**config.mk**
```make
export PLATFORM = sky130hd
export DESIGN_NAME = uart_tx_fifo_drain
export DESIGN_NICKNAME = d
export VERILOG_FILES = /design/src/rtl/uart_tx_pkg.sv /design/src/rtl/uart_tx_serializer.sv /design/src/rtl/uart_tx_fifo_drain.sv
export SDC_FILE = /design/constraint.sdc
export NUM_CORES = 1
export LEC_CHECK = 0
export ABC_AREA = 1
export BUFFER_PORTS_ARGS = -buffer_cell sky130_fd_sc_hd__buf_2
export CELL_PAD_IN_SITES_DETAIL_PLACEMENT = 0
export CELL_PAD_IN_SITES_GLOBAL_PLACEMENT = 2
export CORE_MARGIN = 2
export CORE_UTILIZATION = 32
export DETAILED_ROUTE_END_ITERATION = 10
export PLACE_DENSITY = 0.75
export SETUP_SLACK_MARGIN = 0.15
export SYNTH_ARGS = -nofsm -noshare
export SYNTH_HDL_FRONTEND = slang
export SYNTH_SLANG_ARGS = --single-unit
```
**constraint.sdc**
```tcl
create_clock -name CLK -period 1.6 [get_ports CLK]
set_clock_uncertainty 0.2 [all_clocks]
set_input_delay 0 -clock CLK [delete_from_list [all_inputs] [get_ports CLK]]
set_output_delay 0 -clock CLK [all_outputs]
set_load 0.02 [all_outputs]
```
**src/rtl/uart_tx_pkg.sv**
```systemverilog
// Shared types and line-level constants for the FIFO-draining UART transmitter.
package uart_tx_pkg;

    typedef enum logic [2:0] {
        IDLE   = 3'd0,
        START  = 3'd1,
        DATA   = 3'd2,
        PARITY = 3'd3,
        STOP   = 3'd4
    } state_t;

    localparam logic PAR_EVEN  = 1'b0;
    localparam logic PAR_ODD   = 1'b1;

    localparam logic IDLE_BIT  = 1'b1;
    localparam logic START_BIT = 1'b0;
    localparam logic STOP_BIT  = 1'b1;

endpackage

```
**src/rtl/uart_tx_serializer.sv**
```systemverilog
// Payload shift register and bit counter; ser_bit is the bit the line carries after the next edge.
module uart_tx_serializer
    import uart_tx_pkg::*;
#(
    parameter int DATA_WIDTH = 8
) (
    input  logic                  CLK,
    input  logic                  RST,
    input  logic                  load,
    input  logic                  shift_en,
    input  logic [DATA_WIDTH-1:0] data,
    output logic                  ser_bit,
    output logic                  ser_done
);

    localparam int CNT_W = (DATA_WIDTH > 1) ? $clog2(DATA_WIDTH) : 1;

    logic [DATA_WIDTH-1:0] r_shift;
    logic [CNT_W-1:0]      r_cnt;

    always_ff @(posedge CLK or posedge RST) begin
        if (RST) begin
            r_shift <= '0;
            r_cnt   <= '0;
        end else if (load) begin
            r_shift <= data;
            r_cnt   <= '0;
        end else if (shift_en) begin
            r_shift <= r_shift >> 1;
            r_cnt   <= ser_done ? '0 : r_cnt + 1'b1;
        end
    end

    // The output is registered downstream, so while shifting we hand over the bit that is about to become current.
    assign ser_bit  = shift_en ? r_shift[1] : r_shift[0];
    assign ser_done = (r_cnt == CNT_W'(DATA_WIDTH - 1));

endmodule

```
**src/rtl/uart_tx_fifo_drain.sv**
```systemverilog
// UART transmitter pulling bytes from the TX FIFO read side; one CLK cycle per bit.
module uart_tx_fifo_drain
    import uart_tx_pkg::*;
#(
    parameter int DATA_WIDTH = 8
) (
    input  logic                  CLK,
    input  logic                  RST,
    input  logic [DATA_WIDTH-1:0] fifo_rd_data,
    input  logic                  fifo_empty,
    output logic                  fifo_r_inc,
    input  logic                  par_en,
    input  logic                  par_typ,
    output logic                  tx_out,
    output logic                  busy
);

    state_t r_state;
    logic   r_tx;
    logic   r_busy;
    logic   r_par_en;
    logic   r_par_bit;

    state_t w_state_nxt;
    logic   w_tx_nxt;
    logic   w_busy_nxt;
    logic   w_load;
    logic   w_shift_en;
    logic   w_ser_bit;
    logic   w_ser_done;

    // Gated by RST so a held reset never consumes a FIFO entry.
    assign w_load     = !RST && !fifo_empty && (r_state == IDLE || r_state == STOP);
    assign w_shift_en = (r_state == DATA);

    uart_tx_serializer #(.DATA_WIDTH(DATA_WIDTH)) u_ser (
        .CLK      (CLK),
        .RST      (RST),
        .load     (w_load),
        .shift_en (w_shift_en),
        .data     (fifo_rd_data),
        .ser_bit  (w_ser_bit),
        .ser_done (w_ser_done)
    );

    always_comb begin
        w_state_nxt = r_state;
        w_tx_nxt    = IDLE_BIT;
        w_busy_nxt  = 1'b0;
        unique case (r_state)
            IDLE, STOP: begin
                if (w_load) begin
                    w_state_nxt = START;
                    w_tx_nxt    = START_BIT;
                    w_busy_nxt  = 1'b1;
                end else begin
                    w_state_nxt = IDLE;
                end
            end
            START: begin
                w_state_nxt = DATA;
                w_tx_nxt    = w_ser_bit;
                w_busy_nxt  = 1'b1;
            end
            DATA: begin
                w_busy_nxt = 1'b1;
                if (!w_ser_done) begin
                    w_tx_nxt = w_ser_bit;
                end else if (r_par_en) begin
                    w_state_nxt = PARITY;
                    w_tx_nxt    = r_par_bit;
                end else begin
                    w_state_nxt = STOP;
                    w_tx_nxt    = STOP_BIT;
                end
            end
            PARITY: begin
                w_state_nxt = STOP;
                w_tx_nxt    = STOP_BIT;
                w_busy_nxt  = 1'b1;
            end
            default: begin
                w_state_nxt = IDLE;
            end
        endcase
    end

    always_ff @(posedge CLK or posedge RST) begin
        if (RST) begin
            r_state   <= IDLE;
            r_tx      <= IDLE_BIT;
            r_busy    <= 1'b0;
            r_par_en  <= 1'b0;
            r_par_bit <= 1'b0;
        end else begin
            r_state <= w_state_nxt;
            r_tx    <= w_tx_nxt;
            r_busy  <= w_busy_nxt;
            // Frame config is frozen at load so mid-frame changes cannot corrupt the frame.
            if (w_load) begin
                r_par_en  <= par_en;
                r_par_bit <= (par_typ == PAR_ODD) ? ~(^fifo_rd_data) : (^fifo_rd_data);
            end
        end
    end

    assign fifo_r_inc = w_load;
    assign tx_out     = r_tx;
    assign busy       = r_busy;

endmodule
```
=== After elaboration in Yosys (flattened, before gate mapping) ===
Cells that the tools add are included.

* Logic and storage cells: 42
* Register bits after elaboration: 18

* Equal/unequal tests: 6
* Muxes and demuxes: 17
* Reductions and logical operators: 10
* Bitwise gates (word level): 1
* Add/subtract/negate cells: 1

{| class="wikitable"
|+ Operators with widths
! kind !! count
|-
| 8-bit two-way mux || 2
|-
| 3-bit two-way mux || 5
|-
| 3-bit one-hot mux with 4 select lines || 1
|-
| 8-bit parity || 1
|-
| 1-bit two-way mux || 7
|-
| 3-bit by 2-bit equality test with 1-bit output, second input constant || 2
|-
| 3-bit equality test, second input constant || 2
|-
| 3-bit by 1-bit adder with 3-bit output, second input constant || 1
|-
| 3-bit by 1-bit equality test with 1-bit output, second input constant || 1
|-
| 3-bit zero test || 1
|-
| 1-bit one-hot mux with 3 select lines || 1
|-
| 3-bit OR reduction || 1
|-
| 1-bit logical AND || 2
|-
| 1-bit zero test || 2
|-
| 2-bit inequality test, second input constant || 1
|-
| 1-bit one-hot mux with 2 select lines || 1
|-
| 2-bit nonzero test || 1
|-
| 2-bit OR reduction || 1
|-
| 1-bit logical OR || 1
|-
| 1-bit inverter || 1
|}

=== Logic depth before layout (Yosys ltp) ===
* Depth in word-level cells: 5
* Gate-level depth with buffers: 10

=== Cells and area by module ===
A second synthesis with hierarchy kept.

* Cell total of the unflattened synthesis: 129
* Area total of the unflattened synthesis: 983.4 µm²

{| class="wikitable"
|+ By module, submodules not included
! module !! sequential area each (µm²) !! cells each !! instances !! area each (µm²)
|-
| uart_tx_serializer || 275.3 || 64 || 1 || 530.5
|-
| uart_tx_fifo_drain || 176.4 || 65 || 1 || 452.9
|}

=== Worst setup path before layout ===
No wires, ideal clock.

* Kind: reg2reg
* From: reg u_ser.r_cnt[0]
* To: reg r_tx (netlist: tx_out)
* Arrival: 1160 ps
* Stages on the path, launching flop included: 8
* Required time: 1319 ps
* Slack: 158 ps
* Setup time: 81 ps
* Period minus slack after synthesis: 1442 ps
* Cells stage by stage: dfrtp_1 ha_1 ha_1 nor2_4 inv_1 nand2_1 nand2_1 o211ai_1

* Word-level cells in the longest chain between the ends: 3

{| class="wikitable"
|+ RTL lines
! item !! RTL line !! source
|-
| from (decl) || uart_tx_serializer.sv:19 || <nowiki>logic [CNT_W-1:0] r_cnt;</nowiki>
|-
| from (signal assigned) || uart_tx_serializer.sv:30 || <nowiki>r_cnt <= ser_done ? '0 : r_cnt + 1'b1;</nowiki>
|-
| 3-bit equality test || uart_tx_serializer.sv:36 || <nowiki>assign ser_done = (r_cnt == CNT_W'(DATA_WIDTH - 1));</nowiki>
|-
| 1-bit two-way mux || uart_tx_fifo_drain.sv:67 || <nowiki>if (!w_ser_done) begin</nowiki>
|-
| 1-bit one-hot mux with 3 select lines || uart_tx_fifo_drain.sv:50 || <nowiki>unique case (r_state)</nowiki>
|-
| via w_tx_nxt || uart_tx_fifo_drain.sv:25 || <nowiki>logic w_tx_nxt;</nowiki>
|-
| to (signal assigned) || uart_tx_fifo_drain.sv:97 || <nowiki>r_tx <= w_tx_nxt;</nowiki>
|-
| to (decl) || uart_tx_fifo_drain.sv:19 || <nowiki>logic r_tx;</nowiki>
|}

The timed path passes the listed nets, and every way through them passes these cells.
A chain may end at the register's enable or synchronous reset.

=== Worst setup path in the final report ===
* From: reg r_state[0]
* To: reg u_ser.r_cnt[1]

* Word-level cells in the longest chain between the ends: 4

{| class="wikitable"
|+ RTL lines
! item !! RTL line !! source
|-
| from (decl) || uart_tx_fifo_drain.sv:18 || <nowiki>state_t r_state;</nowiki>
|-
| from (signal assigned) || uart_tx_fifo_drain.sv:96 || <nowiki>r_state <= w_state_nxt;</nowiki>
|-
| 3-bit equality test or 3-bit zero test (tied branches) || uart_tx_fifo_drain.sv:33 || <nowiki>assign w_load = !RST && !fifo_empty && (r_state == IDLE || r_state == STOP);</nowiki>
|-
| 1-bit logical OR || uart_tx_fifo_drain.sv:33 ||
|-
| 1-bit logical AND || uart_tx_fifo_drain.sv:33 ||
|-
| 3-bit two-way mux or 2-bit nonzero test (tied branches) || -- ||
|}

Parallel ways exist; a longest one is shown, timed or not.

==> results.py <==
metrics = {
    "status": {
        "outcome": "complete, no violations",
    },
    "layout": {
        "layout.nets": 173,
        "drive_gt1_share_pct": 27.4,
        "most_common_cell_after_layout_fill_and_taps_aside": "sky130_fd_sc_hd__nand2_1",
        "layout.cells.non_filler": 190,
        "layout-area-overhead-vs-synth_pct": 33.6,
        "fill_cells": 314,
        "final_cell_mix": "sky130_fd_sc_hd__nand2_1 (37), sky130_fd_sc_hd__dfrtp_1 (16), sky130_fd_sc_hd__inv_1 (15)",
        "antenna_cells": 0,
    },
    "pwr": {
        "switchingPower_w": 0.000933,
        "worst_ir_drop_vdd_mv": 0.352,
        "power.clock.fraction_pct": 10.6,
        "pwr_density_cell_mw_per_mm2": 1650,
        "internal_portion_of_total_power_w": 0.00128,
        "sw_frac_of_total_pct": 42.2,
        "power.share.combinational_pct": 52.9,
        "p_seq_share_pct": 36.5,
        "leak_pwr_nw": 0.675,
    },
    "clock_network": {
        "cts_tree": "built",
        "clk-insertion-delay-late_ps": 290,
        "cts_num_sinks": 18,
        "cts-root-to-sink-buffers": 2,
        "path_clk_slew_ps": 100,
        "cts_buffers": 3,
        "h_tree_depth": 1,
        "clock-root-buffer": "sky130_fd_sc_hd__clkbuf_4",
    },
    "timing": {
        "max_slew_margin_pct": 54.7,
        "max_slew.worst_pin.slew_ps": 678,
        "layout_min_cycle_time_ps": 1450,
        "timing.fmax_mhz": 689,
        "final-hold-violation-count": 0,
        "finalSetupTns_ps": 0,
        "post-route-period-util_pct": 90.7,
        "timing.final.max_slew_violations": 0,
        "grt_setup_unrepaired": "yes",
        "report.final.setup_viol": 0,
    },
    "yosys": {
        "synthDistinctLibCells": 24,
        "synth_seq_cells": 18,
        "synth_largest_type_area_fraction_pct": 42.5,
        "largest_area_contributor_in_the_synthesized_netlist": "sky130_fd_sc_hd__dfrtp_1",
        "netlist_area_sq_mm": 0.00100,
        "synth.net_count": 137,
        "post_synth.cell_area_avg_sq_um": 8.20,
        "synth.yosys.warnings": 0,
        "synth-seq-area-share_pct": 45.1,
        "synthesis.instances": 122,
        "synth_area_leaders": "sky130_fd_sc_hd__dfrtp_1 (43%), sky130_fd_sc_hd__nand2_1 (14%), sky130_fd_sc_hd__inv_1 (6.0%), sky130_fd_sc_hd__o21ai_0 (5.5%), sky130_fd_sc_hd__nand3_1 (3.0%)",
    },
    "placement": {
        "number_of_buffers_added_on_ports": 15,
        "place.detailed.hpwl_um": 1600,
        "post-place-cells": 168,
        "gpl.final_weighted_congestion": 0.750,
    },
    "setup_path": {
        "timing.critical_path.buf_inv": 1,
        "critical_path.max_stage_delay_ps": 440,
        "crit_chain": "nor2_4 -> nand2_8 -> nand2_4 -> inv_4 -> a32o_1",
        "critical_path_arrival_ps": 1440,
        "worst_ep_required_time_ps": 1590,
        "timing.critical_path.from_type": "register",
        "criticalPathCategory": "register to register",
        "reg2reg_setup_slack_ps": 150,
        "critical_path.endpoint_type": "register",
        "timing.critical_path.max_delay_family": "flip-flops",
        "critical_path.max_fanout": 9,
        "critical_path.slowest_cell": "sky130_fd_sc_hd__dfrtp_1",
    },
    "die": {
        "rows": 20,
        "chipWidth_um": 59.9,
        "coreArea_sq_mm": 0.00300,
        "boundaryPins": 16,
        "floorplan.die_area_sq_mm": 0.00359,
        "fp.dieH_um": 59.9,
        "initial_core_util_pct": 33.3,
    },
    "global_routing": {
        "track_usage_pct": 14.9,
        "first_global_vias": 926,
        "grt_pass1_wl_um": 3950,
        "antenna_found_initial": 0,
        "grt_max_degree": 19,
        "use_met1_pct": 16.3,
        "groute.layer.met2.usage_pct": 27.5,
        "gr-total-overflow": 0,
        "grt_use_met3_pct": 1.95,
        "busiest_layer": "met2",
    },
    "detailed_routing": {
        "avgRoutedWirePerCell_um": 11.5,
        "drt-vias-per-instance": 4.77,
        "vias": 906,
        "finalWirelength_um": 2180,
        "drc_errors": 0,
        "drtAntennaViolNets": 0,
        "detail_route.iter0.violations": 17,
        "first_pass_iters": 4,
    },
    "min_path": {
        "timing.hold.worst.class": "input pin to register",
    },
    "flow_run": {
        "maxCapViolCount": 0,
    },
}
state kept, by name, summed over array words and instances, names as in the netlist:
name,cells
tx_out,1
r_par_bit,1
u_ser.r_shift,8
u_ser.r_cnt,3
busy,1
r_state,3
r_par_en,1
repair_timing:
action / in CTS / in global routing
setup endpoints to repair: 6 / 13
setup buffers: 6 / 1
hold endpoints to repair: 29 / 0
gates resized for setup: 8 / 13
hold buffers: 11 / 0
gates cloned: 0 / 0
pin swaps: 2 / 4
worst min-delay path, cell delays in order:
cell	delay (ps)
sky130_fd_sc_hd__buf_2	90
sky130_fd_sc_hd__inv_1	30
sky130_fd_sc_hd__nand2_1	70
sky130_fd_sc_hd__nand3_1	80
sky130_fd_sc_hd__nand3_1	100
sky130_fd_sc_hd__nand3_1	80
sky130_fd_sc_hd__nand2_1	60
power by group through the flow:
stage,registers [W],clock network [W],logic (W)
global placement,0.000808,0,0.000941
finish,0.000807,0.000234,0.00117
floorplan,0.000820,0,0.000730
CTS,0.000803,0.000244,0.00112
global route,0.000838,0.000266,0.00132
detailed placement,0.000817,0,0.000955
layout make-up:
type | count | area (sq um) | area share (%)
Tap cell | 33 | 41.3 | 3.09
Clock buffer | 4 | 26.3 | 1.96
Inverter | 19 | 81.3 | 6.08
Sequential cell | 18 | 453 | 33.9
Multi-Input combinational cell | 83 | 484 | 36.2
Timing Repair Buffer | 33 | 251 | 18.8
metal layers:
metal,up-vias,wire (um)
met4,0,27
li1,465,-
met5,-,0
met3,2,81
met2,17,1150
met1,422,921
cell usage after synthesis, drive strengths merged:
master   instances
inv             19
a2111oi          1
o21ai           16
a32o             2
a22o             1
xor2             1
dfrtp           17
nand2           39
ha               2
nor2            10
a211oi           1
o211ai           1
dfstp            1
buf              2
a21oi            1
o22ai            1
nand3            7
logic make-up (layout without fill, tap and decap cells):
group | Yosys count | in the layout | synth area share, %
AND/OR/NAND/NOR | 56 | 56 | 26.4
AO/OA/AOI/OAI | 24 | 24 | 15.5
buffers and inverters | 21 | 56 | 9.63
XOR/XNOR | 1 | 1 | 0.875
flip-flops | 18 | 18 | 45.1
adder cells (fa/ha/maj) | 2 | 2 | 2.50
worst paths after layout:
check / start / endpoint / cells after the start
worst max-delay path: r_state[0] / u_ser.r_cnt[1] / 5
worst min-delay path: par_typ / r_par_bit / 7
worst max register to register: r_state[0] / u_ser.r_cnt[1] / 5
worst min register to register: r_state[2] / r_state[2] / 1
max in group asynchronous: RST / r_state[1] / 3
min in group asynchronous: RST / u_ser.r_shift[4] / 3
metrics by stage:
step	total power, W	setup slack (ps)	util [%]	area (sq um)	hold WS, ps
final	0.00221	149	44.5	1340	32.3
after global routing	0.00243	71.0	44.5	1340	122
after CTS	0.00217	143	43.4	1300	42.4
after detailed placement	0.00177	59.3	36.5	1090	-41.8
after global placement	0.00175	110	36.5	1090	-48.6
after floorplan	0.00155	158	-	1000	-262
Power figures use the tool's default switching activity.
